===== config.mk =====
export PLATFORM = sky130hd
export DESIGN_NAME = gcd_bcd_convert_flat
export DESIGN_NICKNAME = d
export VERILOG_FILES = /design/src/rtl/gcd_bcd_convert_if.sv /design/src/rtl/gcd_bcd_convert.sv /design/src/flat_wrapper.sv
export SDC_FILE = /design/constraint.sdc
export NUM_CORES = 1
export LEC_CHECK = 0
export CAP_MARGIN = 20
export CELL_PAD_IN_SITES_DETAIL_PLACEMENT = 1
export CELL_PAD_IN_SITES_GLOBAL_PLACEMENT = 2
export CORE_MARGIN = 1.5
export CORE_UTILIZATION = 35
export CTS_CLUSTER_DIAMETER = 100
export DETAILED_ROUTE_END_ITERATION = 10
export PLACE_DENSITY = 0.77
export SLEW_MARGIN = 10
export SYNTH_ARGS = -nofsm -noshare
export SYNTH_HDL_FRONTEND = slang
export SYNTH_SLANG_ARGS = --single-unit

===== constraint.sdc =====
create_clock -name clk -period 4.9 [get_ports clk]
set_input_delay 0.735 -clock clk [delete_from_list [all_inputs] [get_ports clk]]
set_output_delay 0.735 -clock clk [all_outputs]
set_load 0.05 [all_outputs]

===== src/rtl/gcd_bcd_convert_if.sv =====
// Handshake bundle between the GCD controller side and the BCD converter.
// master drives the result strobe, slave returns the display value and status.
interface gcd_bcd_convert_if #(
    parameter int WIDTH  = 8,
    parameter int DIGITS = 3
);
    logic                  done;
    logic [WIDTH-1:0]      gcd_in;
    logic [4*DIGITS-1:0]   bcd_out;
    logic                  bcd_valid;
    logic                  busy;

    modport master (output done, gcd_in, input bcd_out, bcd_valid, busy);
    modport slave  (input done, gcd_in, output bcd_out, bcd_valid, busy);
endinterface


===== src/rtl/gcd_bcd_convert.sv =====
// Captures the GCD result on done and converts it to packed BCD with a serial
// shift-add-3 engine, one bit per cycle; the last result is held for display.
module gcd_bcd_convert #(
    parameter int WIDTH  = 8,
    parameter int DIGITS = 3
) (
    input  logic                clk,
    input  logic                rst,
    gcd_bcd_convert_if.slave    bus
);
    localparam int BW = 4 * DIGITS;
    localparam int CW = $clog2(WIDTH + 1);

    if (10 ** DIGITS < 2 ** WIDTH) begin : g_chk
        $error("gcd_bcd_convert: DIGITS too small for WIDTH");
    end

    typedef enum logic [1:0] {IDLE, SHIFT, FINISH} state_t;

    state_t           state, state_n;
    logic [WIDTH-1:0] bin_sr, bin_n;
    logic [BW-1:0]    bcd_sr, bcd_n;
    logic [CW-1:0]    cnt, cnt_n;
    logic             pend_vld, pend_vld_n;
    logic [WIDTH-1:0] pend_val, pend_val_n;
    logic [BW-1:0]    out_q, out_n;
    logic             valid_q, valid_n;
    logic [BW-1:0]    bcd_adj;

    // Per-digit +3 correction; digits never exceed 9 so the add stays in 4 bits
    always_comb begin
        bcd_adj = bcd_sr;
        for (int d = 0; d < DIGITS; d++) begin
            if (bcd_sr[4*d +: 4] >= 4'd5)
                bcd_adj[4*d +: 4] = bcd_sr[4*d +: 4] + 4'd3;
        end
    end

    always_comb begin
        state_n    = state;
        bin_n      = bin_sr;
        bcd_n      = bcd_sr;
        cnt_n      = cnt;
        pend_vld_n = pend_vld;
        pend_val_n = pend_val;
        out_n      = out_q;
        valid_n    = 1'b0;
        case (state)
            IDLE: begin
                if (bus.done) begin
                    bin_n   = bus.gcd_in;
                    bcd_n   = '0;
                    cnt_n   = CW'(WIDTH);
                    state_n = SHIFT;
                end
            end
            SHIFT: begin
                bcd_n = {bcd_adj[BW-2:0], bin_sr[WIDTH-1]};
                bin_n = bin_sr << 1;
                cnt_n = cnt - 1'b1;
                // A result arriving mid-conversion is queued; latest one wins
                if (bus.done) begin
                    pend_vld_n = 1'b1;
                    pend_val_n = bus.gcd_in;
                end
                if (cnt == CW'(1)) begin
                    out_n   = {bcd_adj[BW-2:0], bin_sr[WIDTH-1]};
                    valid_n = 1'b1;
                    state_n = FINISH;
                end
            end
            FINISH: begin
                if (bus.done || pend_vld) begin
                    bin_n      = bus.done ? bus.gcd_in : pend_val;
                    bcd_n      = '0;
                    cnt_n      = CW'(WIDTH);
                    pend_vld_n = 1'b0;
                    state_n    = SHIFT;
                end else begin
                    state_n = IDLE;
                end
            end
            default: state_n = IDLE;
        endcase
    end

    always_ff @(posedge clk) begin
        if (rst) begin
            state    <= IDLE;
            bin_sr   <= '0;
            bcd_sr   <= '0;
            cnt      <= '0;
            pend_vld <= 1'b0;
            pend_val <= '0;
            out_q    <= '0;
            valid_q  <= 1'b0;
        end else begin
            state    <= state_n;
            bin_sr   <= bin_n;
            bcd_sr   <= bcd_n;
            cnt      <= cnt_n;
            pend_vld <= pend_vld_n;
            pend_val <= pend_val_n;
            out_q    <= out_n;
            valid_q  <= valid_n;
        end
    end

    assign bus.bcd_out   = out_q;
    assign bus.bcd_valid = valid_q;
    assign bus.busy      = (state != IDLE);
endmodule

===== src/flat_wrapper.sv =====
// flat-port wrapper written by rule: the top's interface ports become plain ports
module gcd_bcd_convert_flat 
#(
    parameter int WIDTH  = 8,
    parameter int DIGITS = 3
)
  (clk, rst, bus_done, bus_gcd_in, bus_bcd_out, bus_bcd_valid, bus_busy);
  gcd_bcd_convert_if #(.WIDTH(WIDTH), .DIGITS(DIGITS)) bus_i ();
  input  logic clk;
  input  logic rst;
  input wire logic [$bits(bus_i.done)-1:0] bus_done;
  input wire logic [$bits(bus_i.gcd_in)-1:0] bus_gcd_in;
  output wire logic [$bits(bus_i.bcd_out)-1:0] bus_bcd_out;
  output wire logic [$bits(bus_i.bcd_valid)-1:0] bus_bcd_valid;
  output wire logic [$bits(bus_i.busy)-1:0] bus_busy;
  assign bus_i.done = bus_done;
  assign bus_i.gcd_in = bus_gcd_in;
  assign bus_bcd_out = bus_i.bcd_out;
  assign bus_bcd_valid = bus_i.bcd_valid;
  assign bus_busy = bus_i.busy;
  gcd_bcd_convert #(.WIDTH(WIDTH), .DIGITS(DIGITS)) u_core (.clk(clk), .rst(rst), .bus(bus_i));
endmodule

==> flow_metrics.env <==
export IMPL_status="finished, final reports clean"
export IMPL_crit_path_end="u_core.bcd_sr[1]$_SDFFE_PP0P_"
export IMPL_cp_depth=7
export IMPL_critPathKind="in2reg"
export IMPL_finalCriticalPeriod_ns=2.70
export IMPL_hp_class="reg2reg"
export IMPL_timing_rr_start="u_core.state[0]$_SDFFE_PP0P_"
export IMPL_drc=0
export IMPL_vias_per_cell=5.37
export IMPL_htree_levels=2
export IMPL_cpMaxStageDelayCell="or3_1"
export IMPL_synth_avg_cell_area_sq_um=8.49
export IMPL_die_area_sq_um=7340
export IMPL_startpoint="bus_done"
export IMPL_dominantRegCellSynth="dfxtp_1"
export IMPL_finalClockSkew_ns=0.00618
export IMPL_dpl_hpwl_um=3760
export IMPL_hold_violations=0
export IMPL_numPlacedInstances=371
export IMPL_io_pins=25
export IMPL_syn2layout_area_growth_pct=15.8
export IMPL_synth_fp_nets=305
export IMPL_antenna_found_initial=0
export IMPL_fill_cells=787
export IMPL_synthArstFlopShare_pct=0
export IMPL_worst_slew_pin_transition_ns=0.638
export IMPL_critPathRequiredTime_ns=5.11
export IMPL_via_count=2036
export IMPL_grtUsageMet2_pct=26.2
export IMPL_ys_seq_area_share_pct=40.1
export IMPL_reg2reg_depth=7
export IMPL_pwr_density_cell_nw_per_um2=280
export IMPL_ir_worst_vdd_v=0.000124
export IMPL_gp_congestion=0.726
export IMPL_core_sq_um=6490
export IMPL_numCtsBuffers=5
export IMPL_hold_buffers=0
export IMPL_rsz0062_at_grt="false"
export IMPL_die_y_um=85.7
export IMPL_cts_tree="done"
export IMPL_fmax_ghz=0.371
export IMPL_cap_violations=0
export IMPL_path_cells="clkdlybuf4s50_1 -> buf_4 -> nor3b_1 -> or3_1 -> buf_4 -> or3_1 -> o32ai_2"
export IMPL_grt_pass1_wl_um=9700
export IMPL_cpPeakStageDelay_ns=0.55
export IMPL_critPathLaunchType="input pin"
export IMPL_max_clock_path_buffers=2
export IMPL_setup_tns_ns=0
export IMPL_fp_dieW_um=85.7
export IMPL_grt_usage_pct=16.2
export IMPL_ctsResizeCount=0
export IMPL_critical_path_top_delay_family="simple AND/OR/NAND/NOR gates"
export IMPL_synth_area_sq_um=2390
export IMPL_period_share_pct=55.0
export IMPL_crit_fanout=25
export IMPL_final_core_util_pct=42.7
export IMPL_ys_ff_latch=48
export IMPL_io_buffers=24
export IMPL_post_cts_buffers=0
export IMPL_reg2reg_slack_ns=2.56
export IMPL_diodes=0
export IMPL_synth_distinct_cells=36
export IMPL_drive_gt1_share_pct=8.28
export IMPL_p_leak_uw=0.000938
export IMPL_root_buffer="clkbuf_8"
export IMPL_worstSkewPairLatency_ns=0.29
export IMPL_routed_wirelength_um=5570
export IMPL_relSlewSlack_pct=57.5
export IMPL_worst_ep_arrival_time_ns=2.90
export IMPL_use_met1_pct=22.7
export IMPL_firstDrtPassIters=4
export IMPL_grt_pass1_vias=2036
export IMPL_layout_nets=324
export IMPL_path_clk_slew_ns=0.09
export IMPL_grt_overflow_total=0
export IMPL_routedWlPerCell_um=14.7
export IMPL_crit_path_end_kind="flip-flop"
export IMPL_fin_cells=379
export IMPL_num_rows=29
export IMPL_slew_viol_final=0
export IMPL_ant_nets=0
export IMPL_grt_most_used_layer="met2"
export IMPL_crit_buf_inv=3
export IMPL_synth_edf_count=0
export IMPL_drt_iter0_markers=88
export IMPL_grt_use_met3_pct=2.89
export IMPL_cts_sinks=48
export IMPL_syn_inst=282
export IMPL_grt_max_degree=51
export IMPL_initial_core_util_pct=36.9
export IMPL_r2r_end="u_core.bcd_sr[1]$_SDFFE_PP0P_"
export IMPL_setup_viol=0
export IMPL_ys_warn_count=0
layer usage:
layer	routed length, um	vias to the layer above
met5	0	-
met3	90	4
met1	2930	987
met2	2510	12
met4	46	0
li1	-	1033
kinds of logic after synthesis:
group | share of synthesized area (%)
fa+ha+maj | 6.27
mux | 4.34
simple gates | 20.4
buf+inv | 6.32
flops | 40.1
xor+xnor | 1.10
compound gates | 21.4
cells in the mapped netlist (all sizes together) (4+ instances only):
master,count,area share (%)
ha,12,6.3
o21ai,8,2.1
nor3b,5,1.6
dfxtp,48,40
nor2,14,2.2
a211oi,5,1.6
nand2,35,5.5
o211ai,14,4.4
buf,8,2.1
nand3,16,3.3
a21oi,31,6.5
nand2b,11,2.9
o22ai,6,1.6
mux2i,7,2.9
nor3,4,1.0
inv,17,2.7
o32ai,6,3.8
clkbuf,10,1.6
layout make-up:
cell class	count	area [sq um]	share of cell area [%]
multi-input cells	199	1280	46.2
flip-flops and latches	48	961	34.7
clock buffers	8	90.1	3.25
inverters	17	63.8	2.30
well taps	77	96.3	3.47
repair buffers	30	280	10.1
cells in the final DEF, fill, tap and decap left out, types with 3 or more instances in the layout:
cell type        count
a211oi_1             5
a21oi_1             31
a31oi_1              3
and2_1               3
buf_4                6
clkbuf_8             6
clkdlybuf4s50_1     23
dfxtp_1             48
ha_1                12
inv_1               17
mux2_2               3
mux2i_1              7
nand2_1             35
nand2b_1            11
nand3_1             16
nand3b_1             3
nor2_1              14
nor3_1               3
nor3b_1              5
o211ai_1            14
o21ai_0              5
o21ai_2              3
o22ai_1              6
o32ai_2              5
or3_1                3
xnor2_1              3
how the worst min path moves through the flow:
stage                               startpoint                               to  slack, ns  cells after the start
6_report         u_core.bin_sr[6]$_SDFFE_PP0P_    u_core.bin_sr[6]$_SDFFE_PP0P_       0.45                      2
5_1_grt          u_core.bin_sr[6]$_SDFFE_PP0P_    u_core.bin_sr[6]$_SDFFE_PP0P_       0.47                      2
4_1_cts        u_core.pend_val[5]$_SDFFE_PP0P_  u_core.pend_val[5]$_SDFFE_PP0P_       0.46                      2
3_5_place_dp   u_core.pend_val[5]$_SDFFE_PP0P_  u_core.pend_val[5]$_SDFFE_PP0P_       0.45                      2
3_3_place_gp   u_core.pend_val[5]$_SDFFE_PP0P_  u_core.pend_val[5]$_SDFFE_PP0P_       0.44                      2
2_1_floorplan    u_core.bin_sr[1]$_SDFFE_PP0P_    u_core.bin_sr[1]$_SDFFE_PP0P_       0.43                      2
state kept, by name, summed over array words and instances (netlist names):
register              cells
u_core.bcd_sr            12
u_core.bus.bcd_out       12
u_core.bin_sr             8
u_core.pend_val           8
u_core.cnt                4
u_core.state              2
u_core.bus.bcd_valid      1
u_core.pend_vld           1
metrics by stage:
step	setup WS (ns)	hold WS, ns	power [uW]	instance area, sq um
2_1_floorplan	2.96	0.432	505	2390
3_3_place_gp	1.95	0.441	540	2680
3_5_place_dp	1.89	0.446	542	2680
4_1_cts	2.20	0.459	790	2770
5_1_grt	2.09	0.473	820	2770
6_report	2.20	0.454	776	2770
worst register-to-register path: stages (launching register included):
cell and delay, ns:
dfxtp_1 0.40, inv_1 0.08, ha_1 0.27, nor3b_1 0.18, or3_1 0.36, buf_4 0.22, or3_1 0.55, o32ai_2 0.19
report_power, final:
group / total, uW / switching (uW) / internal, uW / leakage, uW
registers: 415 / 10.2 / 405 / 0.000390
clock network: 245 / 130 / 115 / 0.0000455
logic: 116 / 72.2 / 43.3 / 0.000503
No activity file was read; power rests on OpenSTA's default activity.
